==> src/rtl/dff_n_pipe_elastic.sv <==
// Multi-lane, DEPTH-stage elastic register pipeline with per-stage valid/ready.
// An empty stage always accepts from upstream, so bubbles collapse while the output is stalled.
module dff_n_pipe_elastic #(
  parameter int DATA_WIDTH = 8,
  parameter int NUM_LANES  = 3,
  parameter int DEPTH      = 3,
  parameter int OCC_W      = $clog2(DEPTH + 1)
) (
  input  logic                            clk,
  input  logic                            rst,
  input  logic                            flush,
  input  logic                            in_valid,
  output logic                            in_ready,
  input  logic [NUM_LANES*DATA_WIDTH-1:0] in_data,
  output logic                            out_valid,
  input  logic                            out_ready,
  output logic [NUM_LANES*DATA_WIDTH-1:0] out_data,
  output logic [OCC_W-1:0]                occupancy
);

  localparam int W = NUM_LANES * DATA_WIDTH;

  logic [DEPTH-1:0]         r_v;
  logic [DEPTH-1:0][W-1:0]  r_d;
  logic [OCC_W-1:0]         r_occ;

  logic [DEPTH-1:0]         w_rdy;
  logic [DEPTH-1:0]         w_up_v;
  logic [DEPTH-1:0][W-1:0]  w_up_d;
  logic [DEPTH-1:0]         w_v_nxt;
  logic [OCC_W-1:0]         w_occ_nxt;

  // Ready chain folded through a running accumulator: rdy[k] = ~v[k] | rdy[k+1], rdy[DEPTH] = out_ready.
  always_comb begin : ready_chain
    logic w_acc;
    // NOTE: every combinational output gets a default first, so no path can infer a latch.
    w_rdy = '0;
    w_acc = out_ready;
    for (int k = DEPTH - 1; k >= 0; k--) begin
      w_acc    = ~r_v[k] | w_acc;
      w_rdy[k] = w_acc;
    end
  end

  always_comb begin
    w_up_v    = '0;
    w_up_d    = '0;
    w_up_v[0] = in_valid;
    w_up_d[0] = in_data;
    for (int k = 1; k < DEPTH; k++) begin
      w_up_v[k] = r_v[k-1];
      w_up_d[k] = r_d[k-1];
    end
  end

  // Flush wins over every stage move; stalled stages keep their valid bit.
  always_comb begin
    w_v_nxt = r_v;
    if (flush) begin
      w_v_nxt = '0;
    end else begin
      for (int k = 0; k < DEPTH; k++) begin
        if (w_rdy[k]) w_v_nxt[k] = w_up_v[k];
      end
    end
  end

  always_comb begin
    w_occ_nxt = '0;
    for (int k = 0; k < DEPTH; k++) begin
      w_occ_nxt = w_occ_nxt + OCC_W'(w_v_nxt[k]);
    end
  end

  // Data registers are reset too, so out_data reads zero during and after reset.
  always_ff @(posedge clk or posedge rst) begin
    if (rst) begin
      // NOTE: sequential state uses non-blocking assignments so every register samples pre-edge values.
      r_v   <= '0;
      r_d   <= '0;
      r_occ <= '0;
    end else begin
      r_v   <= w_v_nxt;
      r_occ <= w_occ_nxt;
      for (int k = 0; k < DEPTH; k++) begin
        // Data only moves with a real upstream beat, which avoids toggling on bubbles.
        if (!flush && w_rdy[k] && w_up_v[k]) r_d[k] <= w_up_d[k];
      end
    end
  end

  assign in_ready  = w_rdy[0] & ~flush;
  assign out_valid = r_v[DEPTH-1];
  assign out_data  = r_d[DEPTH-1];
  assign occupancy = r_occ;

endmodule

==> config.mk <==
export PLATFORM = sky130hd
export DESIGN_NAME = dff_n_pipe_elastic
export DESIGN_NICKNAME = d
export VERILOG_FILES = /design/src/rtl/dff_n_pipe_elastic.sv
export SDC_FILE = /design/constraint.sdc
export NUM_CORES = 1
export LEC_CHECK = 0
export ABC_AREA = 1
export ABC_CLOCK_PERIOD_IN_PS = 3800
export CAP_MARGIN = 10
export CELL_PAD_IN_SITES_DETAIL_PLACEMENT = 2
export CELL_PAD_IN_SITES_GLOBAL_PLACEMENT = 2
export CORE_UTILIZATION = 35
export DETAILED_ROUTE_END_ITERATION = 7
export PLACE_DENSITY_LB_ADDON = 0.1
export SYNTH_ARGS = -nofsm -noshare
export SYNTH_HDL_FRONTEND = slang
export SYNTH_SLANG_ARGS = --single-unit
==> constraint.sdc <==
create_clock -name clk -period 3.8 [get_ports clk]
set_input_delay 0.76 -clock clk [delete_from_list [all_inputs] [get_ports clk]]
set_output_delay 0.76 -clock clk [all_outputs]
set_load 0.01 [all_outputs]
==> flow_summary_export.csv, run 1 <==
group,metric,value,unit
critical_path,critPathArrivalTime,2010,ps
sta,worst_slew_pin_slew,895,ps
critical_path,crit_fanout,3,
global_routing,grt-ovfl-total,0,
die,die_x,101,um
sta,finalClockSkew,6.79,ps
synth,synth_area,3430,um^2
cts,cts_tree,"done",
critical_path,crit_required,3040,ps
route,dr_total_vias,2324,
final_layout,drive_gt1_share,15.4,%
cts,htree_levels,3,
die,dieArea,10200,um^2
sta,whs,478,ps
cts,cts.sinks,77,
synth,yosysMostFrequentCell,"nand2_1",
synth,synthArstFlopShare,100,%
sta,finalCritPeriodShare,72.8,%
route,antenna_left,0,
final_layout,diodes,0,
synth,synth_area_leaders,"dfrtp_1, nand2_1, buf_4, inv_1, nand4_1",
critical_path,rr_endpoint,"out_data[4]",
sta,rsz0062_at_grt,"no",
route,vias_per_cell,4.49,
die,die_h,101,um
global_routing,grt_util_all_layers,16.0,%
final_layout,areaGrowthSynthToFinish,17.5,%
cts,clock_latency,340,ps
worst_hold_path,hp-start,"r_d[8]",
sta,fin_setup_tns,0,ps
outcome,status,"complete, no violations",
run,maxCapViolations,0,
synth,ys_seq_elements,77,
critical_path,reg2reg_from,"r_v[2]",
sta,max_freq,0.361,GHz
global_routing,antenna_found_initial,0,
synth,synth.distinct_cells,22,
worst_hold_path,min_path_cells,2,
placed_design,port_buffers,56,
route,drt_wl_total,7280,um
cts,hold_buffers,0,
cts,cts_buffers,9,
synth,synth_top_area_cell,"dfrtp_1",
critical_path,reg2reg_depth,3,
critical_path,r2r_slack,1970,ps
synth,seq_area_frac_synth,56.2,%
critical_path,start_kind,"input pin",
global_routing,grt_max_degree,49,
synth,avgSynthCellArea,9.66,um^2
sta,slew_violations,0,
worst_hold_path,min_to,"r_d[8]",
final_layout,nets,415,
synth,synth_common_cells,"nand2_1, dfrtp_1, inv_1",
cts,cts_root_buffer,"clkbuf_8",
route,dr.pass1.iters,4,
die,design.portCount,57,
die,core,9370,um^2
synth,synth-edff-count,0,
final_layout,n_fill_cell,1071,
cts,clock_path_buffers,2,
route,drtIter0Drc,48,
cts,post_cts_buffers,0,
global_routing,grt_pass1_wl,12400,um
worst_hold_path,hold_class,"flop to flop",
die,num_rows,35,
synth,syn_nets,385,
critical_path,path_class,"input pin to output pin",
sta,min_period,2770,ps
sta,hold_viol_final,0,
power_and_ir_drop,powerDensity,498,nW/um^2
power_and_ir_drop,power.leakage,1.92,nW
placed_design,globalplace.congestion,0.686,
route,drc,0,
die,initial_core_util,36.6,%
sta,setup_viol,0,
cts,cts_resized,0,
power_and_ir_drop,vdd_drop_max,0.000211,V
synth,yosysTopAreaCellShare,56.2,%
synth,ys_warn_count,0,
synth,synth_ff_type,"dfrtp_1",
global_routing,grt_pass1_vias,2403,
route,wl_per_cell,14.0,um
sta,slew_headroom,40.2,%
critical_path,endpoint_kind,"output pin",
synth,syn_inst,355,
placed_design,dpl.hpwl,5030,um
cts,path_clk_slew,70,ps
metrics by stage:
step                util (%)  instances  total power, mW  worst slack, ps  cell area, um^2
CTS                     43.0        518             2.05             1010             4030
global route            43.0        518             2.14              964             4030
floorplan                  -        355             1.36             1070             3430
finish                  43.0        518             2.01             1030             4030
detailed placement      41.3        503             1.50              871             3870
global placement        41.3        503             1.48              994             3870
layout by cell type (no fill, tap or decap), drive strengths merged:
cell type	instances
inv	52
o21ai	50
a21oi	1
dfrtp	77
clkinvlp	1
nand3	4
fa	1
clkinv	5
nand2	100
clkdlybuf4s50	56
nand4	25
buf	7
clkbuf	10
area by class of cell:
type	count	area (um^2)	share of cell area (%)
Tap cell	129	161	4.00
Timing Repair Buffer	63	613	15.2
Sequential cell	77	1930	47.8
Clock inverter	5	27.5	0.683
Multi-Input combinational cell	181	965	23.9
Inverter	53	200	4.97
Clock buffer	10	138	3.41
power by group:
| part | switching (mW) | leakage (nW) | internal [mW] | total, mW |
|---|---|---|---|---|
| clock network | 0.287 | 0.0877 | 0.247 | 0.534 |
| logic | 0.202 | 0.849 | 0.221 | 0.422 |
| registers | 0.0889 | 0.987 | 0.962 | 1.05 |
| total | 0.578 | 1.92 | 1.43 | 2.01 |
flip-flops by register name (all words and copies together), names as in the netlist:
signal	cells
occupancy	2
r_d	48
out_data	24
r_v	3
critical path: stages:
cell	delay [ps]
clkdlybuf4s50_1	450
inv_1	80
nand4_4	70
nand2_1	70
inv_1	50
clkdlybuf4s50_1	520
cells by family (layout without fill, tap and decap cells):
family	count (synthesis)	count (layout)	share of synthesized area, %
simple gates	129	129	18.3
buf+inv	97	131	15.7
compound gates	51	51	9.19
flops	77	77	56.2
fa+ha+maj	1	1	0.584
routing by layer:
layer	up-vias	wire (um)	global-route usage (%)
met3	11	266	2.98
met1	1116	3840	24.0
li1	1147	-	-
met2	50	3040	22.7
met4	0	125	6.35
met5	-	0	0
worst max-delay path by stage:
stage	slack, ps	cells after the start	startpoint	end
after floorplan	1070	1	rst	occupancy[0]
after global placement	990	5	flush	out_data[22]
after detailed placement	870	5	flush	out_data[4]
after CTS	1010	6	out_ready	in_ready
after global routing	960	5	flush	out_data[4]
final	1030	6	out_ready	in_ready
No activity file was read; power rests on OpenSTA's default activity.
==> run 2: changes to the inputs <==
ABC_CLOCK_PERIOD_IN_PS = 2650   (was 3800)
CORE_UTILIZATION = 33   (was 35)
clock period = 2.65 ns   (was 3.8 ns; I/O delays follow)
==> run 2 against run 1 <==
  * Global-route usage down 1.2 points
  * First-iteration DRC count rose by 4.2%
  * Worst setup slack worse by 750 ps
  * Non-clock buffer count is 1 higher
  * Sequential power up 43%
  * Core utilization shrank 2.1 points
  * Die area grew 5.9%
  * Sequential cell count unchanged
  * Register-to-register slack worse by 1000 ps
  * Clock power grew 41%
  * Wire length is 0.98% higher
  * Cell area up 0.62%
  * Highest routed layer unchanged
==> flow_summary_export.csv, run 2 (synthesis results as in run 1) <==
group,metric,value,unit
outcome,status,"complete, no violations",
route,drtIter0Drc,50,
cts,clock_latency,350,ps
cts,cts_root_buffer,"clkbuf_8",
critical_path,endpoint_kind,"output pin",
die,num_rows,36,
global_routing,antenna_found_initial,0,
run,maxCapViolations,0,
critical_path,rr_endpoint,"occupancy[0]",
die,design.portCount,57,
sta,slew_headroom,55.9,%
sta,fin_setup_tns,0,ps
cts,cts_resized,0,
worst_hold_path,hp-start,"r_d[12]",
final_layout,ff_latch_area,1930,um^2
critical_path,critPathArrivalTime,1830,ps
critical_path,start_kind,"input pin",
global_routing,grt_pass1_vias,2416,
global_routing,grt_pass1_wl,12500,um
critical_path,max_stage_delay,520,ps
final_layout,drive_gt1_share,14.6,%
critical_path,reg2reg_depth,4,
cts,hold_buffers,0,
final_layout,n_fill_cell,1108,
die,dieArea,10800,um^2
final_layout,final_area,4060,um^2
final_layout,areaGrowthSynthToFinish,18.2,%
sta,finalClockSkew,4.19,ps
placed_design,dpl-instance-area,3900,um^2
critical_path,crit_required,2120,ps
sta,slew_violations,0,
worst_hold_path,hold_class,"flop to flop",
final_layout,fin_cells,524,
final_layout,multi_input_area,965,um^2
sta,max_freq,0.423,GHz
sta,setup_viol,0,
cts,path_clk_slew,70,ps
critical_path,r2r_slack,960,ps
critical_path,cpMostUsedCell,"clkdlybuf4s50_1",
route,wl_per_cell,14.0,um
sta,finalCritPeriodShare,89.2,%
final_layout,largest_register,"r_d",
final_layout,nets,416,
cts,cts_tree,"done",
placed_design,dp_cells,508,
power_and_ir_drop,power.total,2.87,mW
route,dr_total_vias,2301,
die,die_x,104,um
cts,post_cts_buffers,0,
power_and_ir_drop,vdd_drop_max,0.000298,V
cts,clock_path_buffers,2,
die,core,9910,um^2
placed_design,port_buffers,56,
critical_path,reg2reg_from,"r_v[1]",
global_routing,grt_max_degree,49,
critical_path,path_class,"input pin to output pin",
die,initial_core_util,34.6,%
final_layout,diodes,0,
final_layout,largest_register_ffs,48,
final_layout,final_common_cell,"nand2_1",
route,drc,0,
route,antenna_left,0,
sta,min_period,2360,ps
power_and_ir_drop,power.leakage,1.93,nW
final_layout,final_cell_mix,"nand2_1, dfrtp_1, clkdlybuf4s50_1",
critical_path,cp_cell_sequence,"clkdlybuf4s50_1 > inv_2 > nand2_1 > inv_1 > clkdlybuf4s50_1",
sta,worst_slew_pin_slew,661,ps
global_routing,grt_util_all_layers,14.8,%
placed_design,dpl.hpwl,5190,um
route,drt_wl_total,7350,um
critical_path,worstSetupStartpoint,"flush",
cts,htree_levels,3,
cts,cts.sinks,77,
critical_path,crit_slowest_cell,"clkdlybuf4s50_1",
critical_path,critPathCapture,"in_ready",
global_routing,grt-ovfl-total,0,
route,dr.pass1.iters,4,
die,die_h,104,um
cts,cts_buffers,9,
placed_design,globalplace.congestion,0.715,
power_and_ir_drop,powerDensity,707,nW/um^2
critical_path,crit_fanout,11,
sta,rsz0062_at_grt,"no",
sta,hold_viol_final,0,
route,vias_per_cell,4.39,
==> run 2: where the power goes <==
| group | switching [mW] | internal (mW) | total [mW] |
|---|---|---|---|
| logic | 0.293 | 0.321 | 0.614 |
| registers | 0.124 | 1.38 | 1.50 |
| clock network | 0.411 | 0.340 | 0.751 |
| total | 0.829 | 2.04 | 2.87 |
==> run 2: through the flow <==
step	hold slack [ps]	utilization (%)	worst slack [ps]
finish	476	40.9	286
global route	507	40.9	191
CTS	481	40.9	263
detailed placement	461	39.4	266
global placement	456	39.4	314
floorplan	442	-	153
==> run 2: routing by layer <==
metal / GRT usage (%) / part of all wire, % / routed length, um
met3: 4.76 / 4.7 / 342
met4: 5.20 / 1.5 / 112
met1: 21.5 / 52 / 3850
met2: 20.5 / 41 / 3050
met5: 0 / 0 / 0
==> run 2: worst min-delay path by stage <==
stage / depth (start not counted) / slack [ps] / to
floorplan: 2 / 440 / r_d[0]
CTS: 2 / 480 / r_d[11]
global route: 2 / 510 / r_d[15]
finish: 2 / 480 / r_d[12]
global placement: 2 / 460 / r_d[15]
detailed placement: 2 / 460 / r_d[11]
==> run 2: critical path, delay by kind of cell <==
family | cells | cell delay, ps
buffers and inverters | 4 | 1220
AND/OR/NAND/NOR | 1 | 80
==> run 2: final cells by class <==
| cell class | instances | area share (%) |
|---|---|---|
| clock inverters | 2 | 0.247 |
| repair buffers | 64 | 15.9 |
| clock buffers | 14 | 3.52 |
| multi-input cells | 181 | 23.8 |
| inverters | 53 | 4.94 |
| well taps | 133 | 4.10 |
| flip-flops and latches | 77 | 47.5 |
==> run 3: changes to the inputs <==
ABC_CLOCK_PERIOD_IN_PS = 2000   (was 2650)
CORE_UTILIZATION = 30   (was 33)
clock period = 2 ns   (was 2.65 ns; I/O delays follow)
==> run 3 against run 2 <==
  * Critical path depth grew 1
  * Worst hold slack got worse by 88 ps
  * Non-clock buffer count rose by 5
  * Register-to-register slack got worse by 570 ps
==> flow_summary_export.csv, run 3 (synthesis results as in run 1) <==
group,metric,value,unit
outcome,status,"complete, no violations",
cts,cts.sinks,77,
critical_path,reg2reg_from,"r_v[1]",
die,num_rows,38,
route,drt_wl_total,7190,um
global_routing,grt_max_degree,49,
route,dr_total_vias,2297,
final_layout,largest_register,"r_d",
route,wl_per_cell,13.4,um
cts,cts_resized,1,
cts,cts_buffers,9,
die,core,11000,um^2
critical_path,crit_fanout,3,
sta,min_period,1790,ps
cts,cts_root_buffer,"clkbuf_16",
global_routing,grt_pass1_vias,2449,
die,die_x,109,um
critical_path,rr_endpoint,"r_d[0]",
sta,slew_headroom,74.4,%
die,design.portCount,57,
critical_path,critPathArrivalTime,1390,ps
cts,hold_buffers,0,
run,maxCapViolations,0,
sta,finalCritPeriodShare,89.6,%
critical_path,endpoint_kind,"output pin",
final_layout,areaGrowthSynthToFinish,24.6,%
worst_hold_path,hold_class,"input pin to async pin",
cts,clock_latency,330,ps
route,antenna_left,0,
sta,finalClockSkew,4.75,ps
critical_path,reg2reg_depth,6,
placed_design,dpl.hpwl,5010,um
die,die_h,109,um
cts,cts_tree,"done",
final_layout,largest_register_ffs,48,
final_layout,drive_gt1_share,16.9,%
final_layout,diodes,0,
final_layout,fin_cells,536,
placed_design,port_buffers,56,
placed_design,dp_slack,-119,ps
cts,htree_levels,3,
sta,layout_setup_ws,208,ps
sta,max_freq,0.558,GHz
placed_design,globalplace.congestion,0.750,
sta,worst_slew_pin_slew,381,ps
final_layout,post-route-util,38.9,%
critical_path,crit_slowest_cell,"clkdlybuf4s50_1",
power_and_ir_drop,vdd_drop_max,0.000362,V
critical_path,cpMostUsedCell,"inv_1",
sta,rsz0062_at_grt,"no",
cts,clock_path_buffers,2,
sta,fin_setup_tns,0,ps
die,dieArea,11900,um^2
critical_path,cp_cell_sequence,"clkdlybuf4s50_1 > inv_1 > nand4_4 > nand2_1 > inv_1 > dlygate4sd2_1",
critical_path,crit_required,1600,ps
placed_design,dp_cells,520,
critical_path,r2r_slack,390,ps
sta,setup_viol,0,
critical_path,worstSetupStartpoint,"out_ready",
final_layout,nets,421,
global_routing,grt-ovfl-total,0,
cts,path_clk_slew,60,ps
global_routing,antenna_found_initial,0,
power_and_ir_drop,power.total,4.41,mW
critical_path,start_kind,"input pin",
critical_path,max_stage_delay,400,ps
die,initial_core_util,31.2,%
route,dr.pass1.iters,4,
route,drc,0,
power_and_ir_drop,power.leakage,2.03,nW
sta,whs,388,ps
route,drtIter0Drc,78,
final_layout,final_common_cell,"nand2_1",
critical_path,critPathCapture,"in_ready",
placed_design,dpl-instance-area,3980,um^2
final_layout,final_cell_mix,"nand2_1, dfrtp_1, clkdlybuf4s50_1",
sta,slew_violations,0,
sta,hold_viol_final,0,
final_layout,final_area,4270,um^2
global_routing,grt_pass1_wl,12400,um
global_routing,grt_util_all_layers,13.8,%
power_and_ir_drop,powerDensity,1030,nW/um^2
route,vias_per_cell,4.29,
cts,post_cts_buffers,0,
critical_path,path_class,"input pin to output pin",
[run 3: cell types whose count changed in the layout (fill, tap and decap cells not counted), sizes merged]
cell / delta
buf: +5
clkdlybuf4s50: -1
clkinvlp: +2
dlygate4sd2: +1
clkbuf: -1
clkinv: -1
[run 3: power breakdown]
group	switching (mW)	leakage, nW	internal (mW)
combinational	0.384	0.896	0.434
sequential	0.167	0.987	1.83
clock	0.622	0.148	0.971
total	1.17	2.03	3.24
[run 3: final cells by class]
| class | instances | area, um^2 |
|---|---|---|
| fill | 1217 | 6710 |
| sequential | 77 | 1930 |
| multi-input combinational | 181 | 965 |
| timing repair buffer | 69 | 707 |
| clock buffer | 13 | 280 |
| inverter | 53 | 203 |
| tap | 140 | 175 |
| clock inverter | 3 | 17.5 |
[run 3: critical path, delay by kind of cell]
family	cells	cell delay [ps]
buf+inv	4	830
simple gates	2	170
[run 3: metal layers]
metal	vias up	share of wire, %	global-route usage [%]
met5	-	0	0
met4	0	1.7	6.37
met3	12	3.7	3.29
met2	50	40	18.2
met1	1073	55	20.9
li1	1162	-	-
[run 3: how the worst min path moves through the flow]
stage / endpoint / slack [ps] / cells past startpoint
floorplan: r_d[0] / 440 / 2
global placement: r_d[8] / 460 / 2
detailed placement: r_d[5] / 470 / 2
CTS: out_data[4] / 390 / 2
global route: out_data[4] / 400 / 2
finish: out_data[4] / 390 / 2
==> RTL edit 1: new RTL, config.mk and constraints of run 3 <==
Make the reset (`rst`) synchronous in one clocked block.
--- a/src/rtl/dff_n_pipe_elastic.sv
+++ b/src/rtl/dff_n_pipe_elastic.sv
@@ -73,7 +73,7 @@
   end
 
   // Data registers are reset too, so out_data reads zero during and after reset.
-  always_ff @(posedge clk or posedge rst) begin
+  always_ff @(posedge clk) begin
     if (rst) begin
       // NOTE: sequential state uses non-blocking assignments so every register samples pre-edge values.
       r_v   <= '0;
Function: differs if rst is asserted again (counterexample within 4 cycles, from zero or initial values and one cycle with rst high); with rst held inactive, the same outputs for 10 cycles.
==> RTL edit 1 against run 3 <==
Fmax is 3.2% lower; final area is 3.5% lower; area after synthesis is 1.1% lower; global-route usage is 0.52 points higher; critical path depth stayed put; sequential cell count stayed put; routed wire length is 7.8% higher; setup slack worse by 0.059 ns; critical endpoint unchanged; largest cell class unchanged.
Power is not compared: it rests on default switching activity, and its combinational part moved more than twofold at a synthesized area within 25%.
==> RTL edit 1: results <==
cells_and_area:
  layout-drive-gt1-share: 0.06036
  largest_register_ffs: 48
  fin_util: 0.3771
  layout.nets: 526
  layout.cells.non_filler: 637
  regMostFlops: "r_d"
  fillers: 1301
logic_synthesis:
  ys_seq_area_frac: 0.4544
  synth_compound_area_frac: 0.1107
  synthTopCellsByCount: "inv_1, dfxtp_1, nor2_1"
  synth_fa_ha_area_frac: 0.005902
  synthArstFlopShare: 0
  synth_fp_nets: 496
  yosys-mux-area-fraction: 0
  synth-main-ff-cell: "dfxtp_1"
  yosysWarnings: 0
  synth_cells: 466
  synth.area.top_cells: "dfxtp_1, inv_1, nor2_1, o21ai_0, nand2_1"
cts:
  h-tree-depth: 3
  clk_latency_ns: 0.33
  numCtsBuffers: 9
  cts_root_buffer: "clkbuf_16"
  post_cts_resized: 2
place:
  portBuffers: 56
  hpwlAfterDp_um: 5657
  gp_congestion: 0.6806
  dp.cells: 625
  dpl_cell_area_mm2: 0.003886
  post-place-ws_ns: -0.1373
sta:
  period_minus_slack_ns: 1.851
  worstMarginPinSlew_ns: 0.4193
  skew_ns: 0.003724
  setup_viol: 0
pwr:
  sw_frac_of_total: 0.2320
  power.density_mw_per_mm2: 805.7
  p_leak_nw: 1.791
min_path:
  hold_class: "flip-flop to flip-flop"
route:
  routed_wl_um: 7754
  vias: 2680
  drt_iter0_drc: 85
  dr.pass1.iters: 4
setup_path:
  cp_max_fo: 2
  cp_data_arrival_time_ns: 1.45
outcome:
  status: "finished, final reports clean"
grt:
  grtUsageTotal: 0.1434
  antenna_found_initial: 0
  grt_pass1_wl_um: 12920
  grt_pass1_vias: 2679
  grt_start_max_net_pins: 49
## RTL edit 1: changes by cell type in the layout (fill, tap and decap cells not counted), sizes merged, moves of 5 or more
| cell | delta |
|---|---|
| dfrtp | -77 |
| dfxtp | +77 |
| nor2 | +75 |
| nand2 | -48 |
| inv | +46 |
| a21oi | +25 |
| clkinv | +5 |
## RTL edit 1: final cells by class
| cell class | instances | area share |
|---|---|---|
| Sequential cell | 77 | 0.3738 |
| Multi-Input combinational cell | 234 | 0.2679 |
| Timing Repair Buffer | 69 | 0.1623 |
| Inverter | 105 | 0.09618 |
| Clock buffer | 12 | 0.05734 |
| Tap cell | 140 | 0.04248 |
## RTL edit 1: path summary, 6_finish.rpt
check,from,to,slack [ns]
setup / recovery,out_ready,in_ready,0.15
hold / removal,out_data[5],out_data[5],0.44
setup reg to reg,r_v[2],occupancy[0],0.38
hold reg to reg,out_data[5],out_data[5],0.44
## RTL edit 1: cells by family (layout without fill, tap and decap cells)
logic type                 Yosys count  count (layout)
AOI/OAI and AO/OA                   75              75
buffers and inverters              155             186
and+or+nand+nor                    158             158
DFF                                 77              77
adders and majority gates            1               1
## RTL edit 1: metal layers
metal,GRT usage,vias up,wire length [um]
met5,0,-,0
met4,0.08108,0,189
met3,0.01808,11,215
met2,0.1988,56,3073
met1,0.2113,1177,4276
li1,-,1436,-
## RTL edit 1: power by group through the flow
stage	Combinational [mW]	Sequential (mW)	Clock, mW
floorplan	0.204	1.65	0
detailed placement	0.322	1.66	0
global route	0.367	1.63	1.48
global placement	0.312	1.66	0
finish	0.318	1.63	1.38
CTS	0.325	1.63	1.43
## RTL edit 1: critical path: stages
cell and delay (ns):
clkdlybuf4s50_1 0.41, inv_1 0.11, nand4_4 0.09, nand2_2 0.11, inv_1 0.05, dlygate4sd2_1 0.27
==> RTL edit 2: new RTL, config.mk and constraints of run 3 <==
Made on the original files. Change the parameter `DEPTH` from 3 to 2.
--- a/src/rtl/dff_n_pipe_elastic.sv
+++ b/src/rtl/dff_n_pipe_elastic.sv
@@ -3,7 +3,7 @@
 module dff_n_pipe_elastic #(
   parameter int DATA_WIDTH = 8,
   parameter int NUM_LANES  = 3,
-  parameter int DEPTH      = 3,
+  parameter int DEPTH      = 2,
   parameter int OCC_W      = $clog2(DEPTH + 1)
 ) (
   input  logic                            clk,
Formal check against the unedited RTL: not equivalent (Yosys sat finds a counterexample within 4 cycles, from zero or initial values and one cycle with rst high).
==> RTL edit 2 against run 3 <==
Area after synthesis shrank 33%; sequential cell count shrank 25; final area shrank 32%; sequential power shrank 34%; total power shrank 43%; synthesized cell count shrank 30%; setup slack gained 0.036 ns; routed wire length shrank 24%.
==> RTL edit 2: results <==
outcome:
  status: "finished, final reports clean"
setup_path:
  cp_data_arrival_time_ns: 1.36
  reg2reg_from: "r_v[0]"
  r2r_setup_slack_ns: 0.60
  cp_max_fo: 2
  reg2reg_to: "r_d[20]"
logic_synthesis:
  synth_fp_nets: 278
  ys_seq_area_frac: 0.5640
  synthTopCellsByCount: "nand2_1, dfrtp_1, inv_1"
  synth_cell_types: 16
  syn_avg_cell_area_um2: 9.303
cells_and_area:
  layout.nets: 310
  layout.cells.non_filler: 379
  layout-drive-gt1-share: 0.08214
grt:
  grt_start_max_net_pins: 53
  grtUsageTotal: 0.1574
  grt_pass1_wl_um: 9252
route:
  via_per_inst: 4.409
  routed_wl_um: 5470
  drt_iter0_drc: 55
place:
  gp_congestion: 0.6508
  dpl_cell_area_mm2: 0.002811
sta:
  worstMarginPinSlew_ns: 0.3107
  skew_ns: 0.01148
pwr:
  p_leak_nw: 1.393
  power.internal_mw: 1.781
cts:
  h-tree-depth: 2
  clk_pin_slew_ns: 0.10
-- RTL edit 2: per-stage QoR --
step / hold WS [ns] / util / power, mW / worst slack [ns]
after global routing: 0.4996 / 0.3944 / 2.666 / 0.1617
after CTS: 0.4678 / 0.3944 / 2.548 / 0.2287
after detailed placement: 0.4607 / 0.3835 / 1.953 / -0.04256
after floorplan: 0.4419 / - / 1.724 / 0.3421
final: 0.4481 / 0.3944 / 2.492 / 0.2438
after global placement: 0.4543 / 0.3835 / 1.921 / -0.04817
-- RTL edit 2: critical path: cells and delay by family --
kind	cells	cell delay (ns)
and+or+nand+nor	2	0.14
buffers and inverters	4	0.81
-- RTL edit 2: timing repair --
action / CTS / global route
endpoints found under the setup margin: 1 / 0
gates resized for setup: 1 / 0
hold endpoints to repair: 0 / 0
-- RTL edit 2: cell type report --
| type | count | area share |
|---|---|---|
| flip-flops and latches | 52 | 0.4500 |
| clock inverters | 2 | 0.004327 |
| multi-input cells | 129 | 0.2168 |
| clock buffers | 5 | 0.02380 |
| well taps | 99 | 0.04284 |
| repair buffers | 63 | 0.2246 |
| inverters | 29 | 0.03765 |
-- RTL edit 2: worst max-delay path by stage --
stage                    to  cells after the start       from  slack [ns]
3_5_place_dp       in_ready                      6  out_ready       -0.04
2_1_floorplan  occupancy[0]                      1        rst        0.34
6_report           in_ready                      6  out_ready        0.24
4_1_cts            in_ready                      6  out_ready        0.23
5_1_grt            in_ready                      6  out_ready        0.16
3_3_place_gp       in_ready                      6  out_ready       -0.05
-- RTL edit 2: per-layer routing --
layer,GRT usage,vias to the layer above,share of wire
met2,0.2410,38,0.45
met3,0.03931,6,0.041
met5,0,-,0
li1,-,825,-
met4,0.05483,0,0.015
met1,0.2170,802,0.49
-- RTL edit 2: logic make-up after synthesis --
group / synth area share
AOI/OAI and AO/OA: 0.06290
DFF: 0.5640
and+or+nand+nor: 0.2034
buffers and inverters: 0.1643
adders and majority gates: 0.005422
-- RTL edit 2: power by group through the flow --
stage          combinational, mW  sequential [mW]  clock [mW]
6_report                   0.596             1.32       0.579
5_1_grt                    0.678             1.34       0.647
4_1_cts                    0.614             1.32       0.614
3_5_place_dp               0.613             1.34           0
3_3_place_gp               0.588             1.33           0
2_1_floorplan              0.417             1.31           0
